--- src/rtl/multi_edge_detector.sv ---
// multi_edge_detector
//
// Multi-channel edge detector for slow control/status inputs. Each channel
// runs a debounce filter, qualifies accepted level changes against the
// selected edge mode, emits a registered one-cycle pulse per qualified edge,
// and records the event in a sticky flag until it is cleared.
//
// Parameters:
//   NUM_CH          number of independent channels (>= 1)
//   EDGE_MODE       0 = falling, 1 = rising, 2 = both edges
//   DEBOUNCE_CYCLES consecutive differing samples needed to accept a level
//   INIT_LEVEL      reset value of every filtered level / synchronizer flop
//
// Optional build macro:
//   EDGE_DETECTOR_SYNC_EN  inserts a 2-flop synchronizer per channel in
//                          front of the debounce stage (+2 cycles latency)
//
// Ports:
//   clk            system clock, all logic on posedge
//   reset          asynchronous active-high reset
//   in             channel inputs
//   clear          per-channel sticky flag clear
//   level          filtered (debounced) level per channel
//   edge_detected  one-cycle registered pulse per qualified edge
//   event_flags    sticky per-channel event record
//   any_event      registered OR of event_flags

module multi_edge_detector #(
  parameter int   NUM_CH          = 8,
  parameter int   EDGE_MODE       = 1,
  parameter int   DEBOUNCE_CYCLES = 4,
  parameter logic INIT_LEVEL      = 1'b0
) (
  input  logic              clk,
  input  logic              reset,
  input  logic [NUM_CH-1:0] in,
  input  logic [NUM_CH-1:0] clear,
  output logic [NUM_CH-1:0] level,
  output logic [NUM_CH-1:0] edge_detected,
  output logic [NUM_CH-1:0] event_flags,
  output logic              any_event
);

  localparam int              CW       = $clog2(DEBOUNCE_CYCLES + 1);
  localparam logic [CW-1:0]   CNT_LAST = CW'(DEBOUNCE_CYCLES - 1);
  localparam logic [NUM_CH-1:0] INIT_VEC = {NUM_CH{INIT_LEVEL}};

  // Reject illegal configurations at elaboration time.
  if (NUM_CH < 1) begin : g_bad_num_ch
    $error("multi_edge_detector: NUM_CH must be >= 1");
  end
  if (EDGE_MODE < 0 || EDGE_MODE > 2) begin : g_bad_edge_mode
    $error("multi_edge_detector: EDGE_MODE must be 0, 1 or 2");
  end
  if (DEBOUNCE_CYCLES < 1) begin : g_bad_debounce
    $error("multi_edge_detector: DEBOUNCE_CYCLES must be >= 1");
  end

  logic [NUM_CH-1:0] samp;

`ifdef EDGE_DETECTOR_SYNC_EN
  logic [NUM_CH-1:0] sync1;
  logic [NUM_CH-1:0] sync2;

  // Two-flop synchronizer; the debounce stage only ever sees sync2.
  always_ff @(posedge clk or posedge reset) begin
    if (reset) begin
      sync1 <= INIT_VEC;
      sync2 <= INIT_VEC;
    end else begin
      sync1 <= in;
      sync2 <= sync1;
    end
  end

  assign samp = sync2;
`else
  assign samp = in;
`endif

  logic [CW-1:0]     cnt [NUM_CH];
  logic [NUM_CH-1:0] differ;
  logic [NUM_CH-1:0] accept;
  logic [NUM_CH-1:0] edge_next;
  logic [NUM_CH-1:0] flags_next;

  // A channel accepts its new level on the sample that completes a run of
  // DEBOUNCE_CYCLES consecutive samples differing from the current level.
  // The accepted value is the sample itself, so its polarity tells us the
  // edge direction.
  always_comb begin
    differ    = samp ^ level;
    accept    = '0;
    edge_next = '0;
    for (int i = 0; i < NUM_CH; i++) begin
      accept[i] = differ[i] && (cnt[i] == CNT_LAST);
    end
    if (EDGE_MODE == 2) begin
      edge_next = accept;
    end else if (EDGE_MODE == 1) begin
      edge_next = accept & samp;
    end else begin
      edge_next = accept & ~samp;
    end
    // Set has priority over clear.
    flags_next = (event_flags & ~clear) | edge_detected;
  end

  // Debounce counters and filtered levels.
  always_ff @(posedge clk or posedge reset) begin
    if (reset) begin
      level <= INIT_VEC;
      for (int i = 0; i < NUM_CH; i++) begin
        cnt[i] <= '0;
      end
    end else begin
      for (int i = 0; i < NUM_CH; i++) begin
        if (!differ[i]) begin
          cnt[i] <= '0;
        end else if (accept[i]) begin
          level[i] <= samp[i];
          cnt[i]   <= '0;
        end else begin
          cnt[i] <= cnt[i] + CW'(1);
        end
      end
    end
  end

  // Pulse goes out on the accepting edge; the sticky flag follows one cycle
  // later, and any_event is built from the next-state flags so it lines up
  // with event_flags.
  always_ff @(posedge clk or posedge reset) begin
    if (reset) begin
      edge_detected <= '0;
      event_flags   <= '0;
      any_event     <= 1'b0;
    end else begin
      edge_detected <= edge_next;
      event_flags   <= flags_next;
      any_event     <= |flags_next;
    end
  end

endmodule
--- config.mk ---
export PLATFORM = sky130hd
export DESIGN_NAME = multi_edge_detector
export DESIGN_NICKNAME = d
export VERILOG_FILES = /design/src/rtl/multi_edge_detector.sv
export SDC_FILE = /design/constraint.sdc
export NUM_CORES = 1
export LEC_CHECK = 0
export CAP_MARGIN = 5
export CORE_MARGIN = 5
export CORE_UTILIZATION = 35
export CTS_BUF_LIST = sky130_fd_sc_hd__clkbuf_8
export DETAILED_ROUTE_END_ITERATION = 8
export MAX_ROUTING_LAYER = met4
export PLACE_DENSITY = 0.57
export SYNTH_ARGS = -nofsm -noshare
export SYNTH_HDL_FRONTEND = slang
export SYNTH_SLANG_ARGS = --single-unit
--- constraint.sdc ---
create_clock -name clk -period 1.6 [get_ports clk]
set_input_delay 0.24 -clock clk [delete_from_list [all_inputs] [get_ports clk]]
set_output_delay 0.24 -clock clk [all_outputs]
set_load 0.02 [all_outputs]
==> summary.txt <==
STA
  – Final Max Tran Viols: 0
  – Slew headroom: 74.85%
  – Setup ws final: 0.04382 ns
  – Least-Margin Pin Slew: 0.3765 ns
  – Fin crit share: 97.26%
  – Fmax: 0.6426 GHz
  – Final Hold Vio Count: 0
  – Final Critical Period: 1.556 ns
  – Final setup TNS: 0 ns
  – Final clock skew: 0.004017 ns
  – # setup viols final: 0
  – RSZ-0062 raised after global routing: no

Logic synthesis
  – Synth Area in Compound Gates: 4.695%
  – Syn Inst Count: 135
  – Count of cell types in the netlist: 15
  – Syn avg cell area: 14.41 um2
  – Yosys reg bits: 49
  – Main combinational cell family by area after synthesis: simple AND/OR/NAND/NOR gates
  – Syn. warnings: 0
  – Post-Synth Simple-Gate Area: 17.94%
  – Net Count, Synth: 161
  – Netlist Area Pre-Place: 1946 um2
  – Seq/Total Area, Yosys: 63.02%
  – Adder-Cell Fraction of Synth Area: 5.145%
  – Mux cell area share after synthesis: 4.630%
  – XOR/XNOR Fraction of Synth Area: 3.601%

Clock tree
  – # Post-CTS Setup Buffers: 0
  – Cts-stage hold buffer count: 0
  – Worst-skew pair later-pin latency: 0.29 ns
  – Maximum root-to-sink buffer count: 2
  – Clk root buf: clkbuf_8
  – CTS Sinks: 49
  – Htree depth: 2
  – CTS clk-pin slew, worst paths: 0.08 ns
  – TritonCTS clock tree: yes
  – CTS buffer count: 5

Cells and area
  – Layout cells sized above 1: 10.27%
  – Sequential Area: 1226 um2
  – Most frequent cells in the layout: 49 x dfrtp_1, 28 x clkdlybuf4s50_1, 14 x nor3b_1, 14 x dlymetal6s2s_1
  – Commonest non-fill, non-tap cell in the layout: dfrtp_1
  – Fillers: 489
  – Multi-input logic area: 700.7 um2
  – Util after Layout: 47.76%
  – ANT cells: 0
  – Nets: 211
  – Area growth syn-to-layout: 33.50%

Power
  – Design Power: 3.735 mW
  – PD cells: 1438 nW/um2
  – Worst VDD drop: 0.0006034 V
  – Leakage power: 1.432 nW

Route
  – Metal-1 WL: 1413 um
  – DR vias: 1173
  – Top Layer Used: met4
  – Drt initial violations: 24
  – Drt first pass iters: 3
  – WL/cell: 13.21 um
  – Met3 WL post-DR: 211 um
  – DRC: 0
  – Via density: 4.564
  – Antenna Nets Post-Route: 0
  – DRT Wirelength: 3395 um
  – Routed wl met2: 1722 um

Worst setup path
  – Critical-path cell list: clkdlybuf4s50_1
  – Critical Path Slowest Stage Cell: clkdlybuf4s50_1
  – Crit-path max FO: 3
  – Crit path launch: event_flags[6]$_DFF_PP0_
  – FF-to-FF setup slack: 0.39 ns
  – Slowest Stage Delay on Critical Path: 0.62 ns
  – CP Launch Type: flip-flop
  – FF-to-FF path depth: 3
  – Delay-heaviest family, CP: buffers and inverters
  – Worst setup path end: event_flags[6]
  – Worst EP required: 1.36 ns
  – CP Depth: 1
  – R2r endpoint: level[4]$_DFFE_PP0P_
  – Critical path arrival: 1.32 ns
  – Setup CP Type: flip-flop to primary output
  – Reg2reg start: cnt[9]$_DFF_PP0_
  – Worst Path Buf+Inv: 1
  – Critical Path End Type: primary output

Place
  – Placement Setup Slack: 0.1090 ns
  – Final HPWL from detailed placement: 2657 um
  – IO buf count: 42
  – Gpl congestion: 0.6264

Global routing
  – Vias in the first global route: 1335
  – Total grt overflow: 0
  – First-pass GRT wire length: 5982 um
  – Initial antenna violation count: 0
  – Largest net degree at the start of global routing: 50
  – Total GRT Usage: 10.68%

Hold path
  – Hold Path Class: input pin to asynchronous set/reset pin

Floorplan
  – IO Pins: 43
  – Die H: 84.56 um
  – Site Rows: 27
  – Initial Utilization: 35.77%
  – Die W: 84.56 um
  – Die area: 7150 um2
  – Core footprint: 5439 um2

Outcome
  – Status: complete, no violations

Flow run
  – Total of max-cap violations: 0
## worst min-delay path by stage
stage | endpoint | cells past startpoint
finish | level[0]$_DFFE_PP0P_ | 3
global route | cnt[23]$_DFF_PP0_ | 3
CTS | level[0]$_DFFE_PP0P_ | 3
detailed placement | cnt[21]$_DFF_PP0_ | 1
global placement | cnt[9]$_DFF_PP0_ | 1
floorplan | level[0]$_DFFE_PP0P_ | 1
## registers in the layout, indices dropped and copies added, names as in the netlist
| signal | cells |
|---|---|
| event_flags | 8 |
| cnt | 24 |
| level | 8 |
| edge_detected | 8 |
| any_event | 1 |
## power by group
part           switching [mW]  internal [mW]
clock                   0.377          0.337
sequential              0.217           1.56
combinational           0.583          0.665
## area by class of cell
| cell class | count | area share (%) |
|---|---|---|
| Multi-Input combinational cell | 81 | 26.97 |
| Sequential cell | 49 | 47.21 |
| Inverter | 5 | 0.7225 |
| Tap cell | 72 | 3.468 |
| Clock inverter | 1 | 0.1445 |
| Clock buffer | 6 | 3.179 |
| Timing Repair Buffer | 43 | 18.30 |
## metrics by stage
stage / cells / hold WS [ns] / area [um2]
floorplan: 135 / 0.3747 / 1946
global placement: 250 / 0.4285 / 2476
detailed placement: 250 / 0.4352 / 2476
CTS: 257 / 0.2967 / 2562
global route: 257 / 0.3081 / 2597
finish: 257 / 0.2901 / 2597
## cells by family after synthesis
logic type,count (synthesis)
adders and majority gates,8
AOI/OAI and AO/OA,8
and+or+nand+nor,49
DFF,49
buffers and inverters,5
xor gates and xnor gates,8
muxes,8
## per-layer routing
layer,vias up,global-route usage (%)
met5,-,-
met4,0,3.453
met3,5,4.220
met2,29,17.44
met1,571,11.97
li1,568,-
## synthesized netlist by cell type
cell type / number / share of area [%]
xnor2_1: 8 / 3.6
or2_1: 4 / 1.3
a2111oi_2: 4 / 3.1
dfrtp_1: 49 / 63
nand4_1: 1 / 0.32
a21o_1: 3 / 1.2
nor3b_1: 14 / 5.4
a21o_2: 1 / 0.45
inv_1: 5 / 0.96
ha_1: 8 / 5.1
nor3_1: 8 / 2.1
and3b_1: 8 / 3.6
nor2b_1: 8 / 2.6
nor2b_2: 6 / 2.7
mux2_1: 8 / 4.6
## timing repair
action	CTS	global route
endpoints found under the setup margin	0	14
endpoints found under the hold margin	0	0
resized for setup	0	14
(Power assumes the default switching activity.)
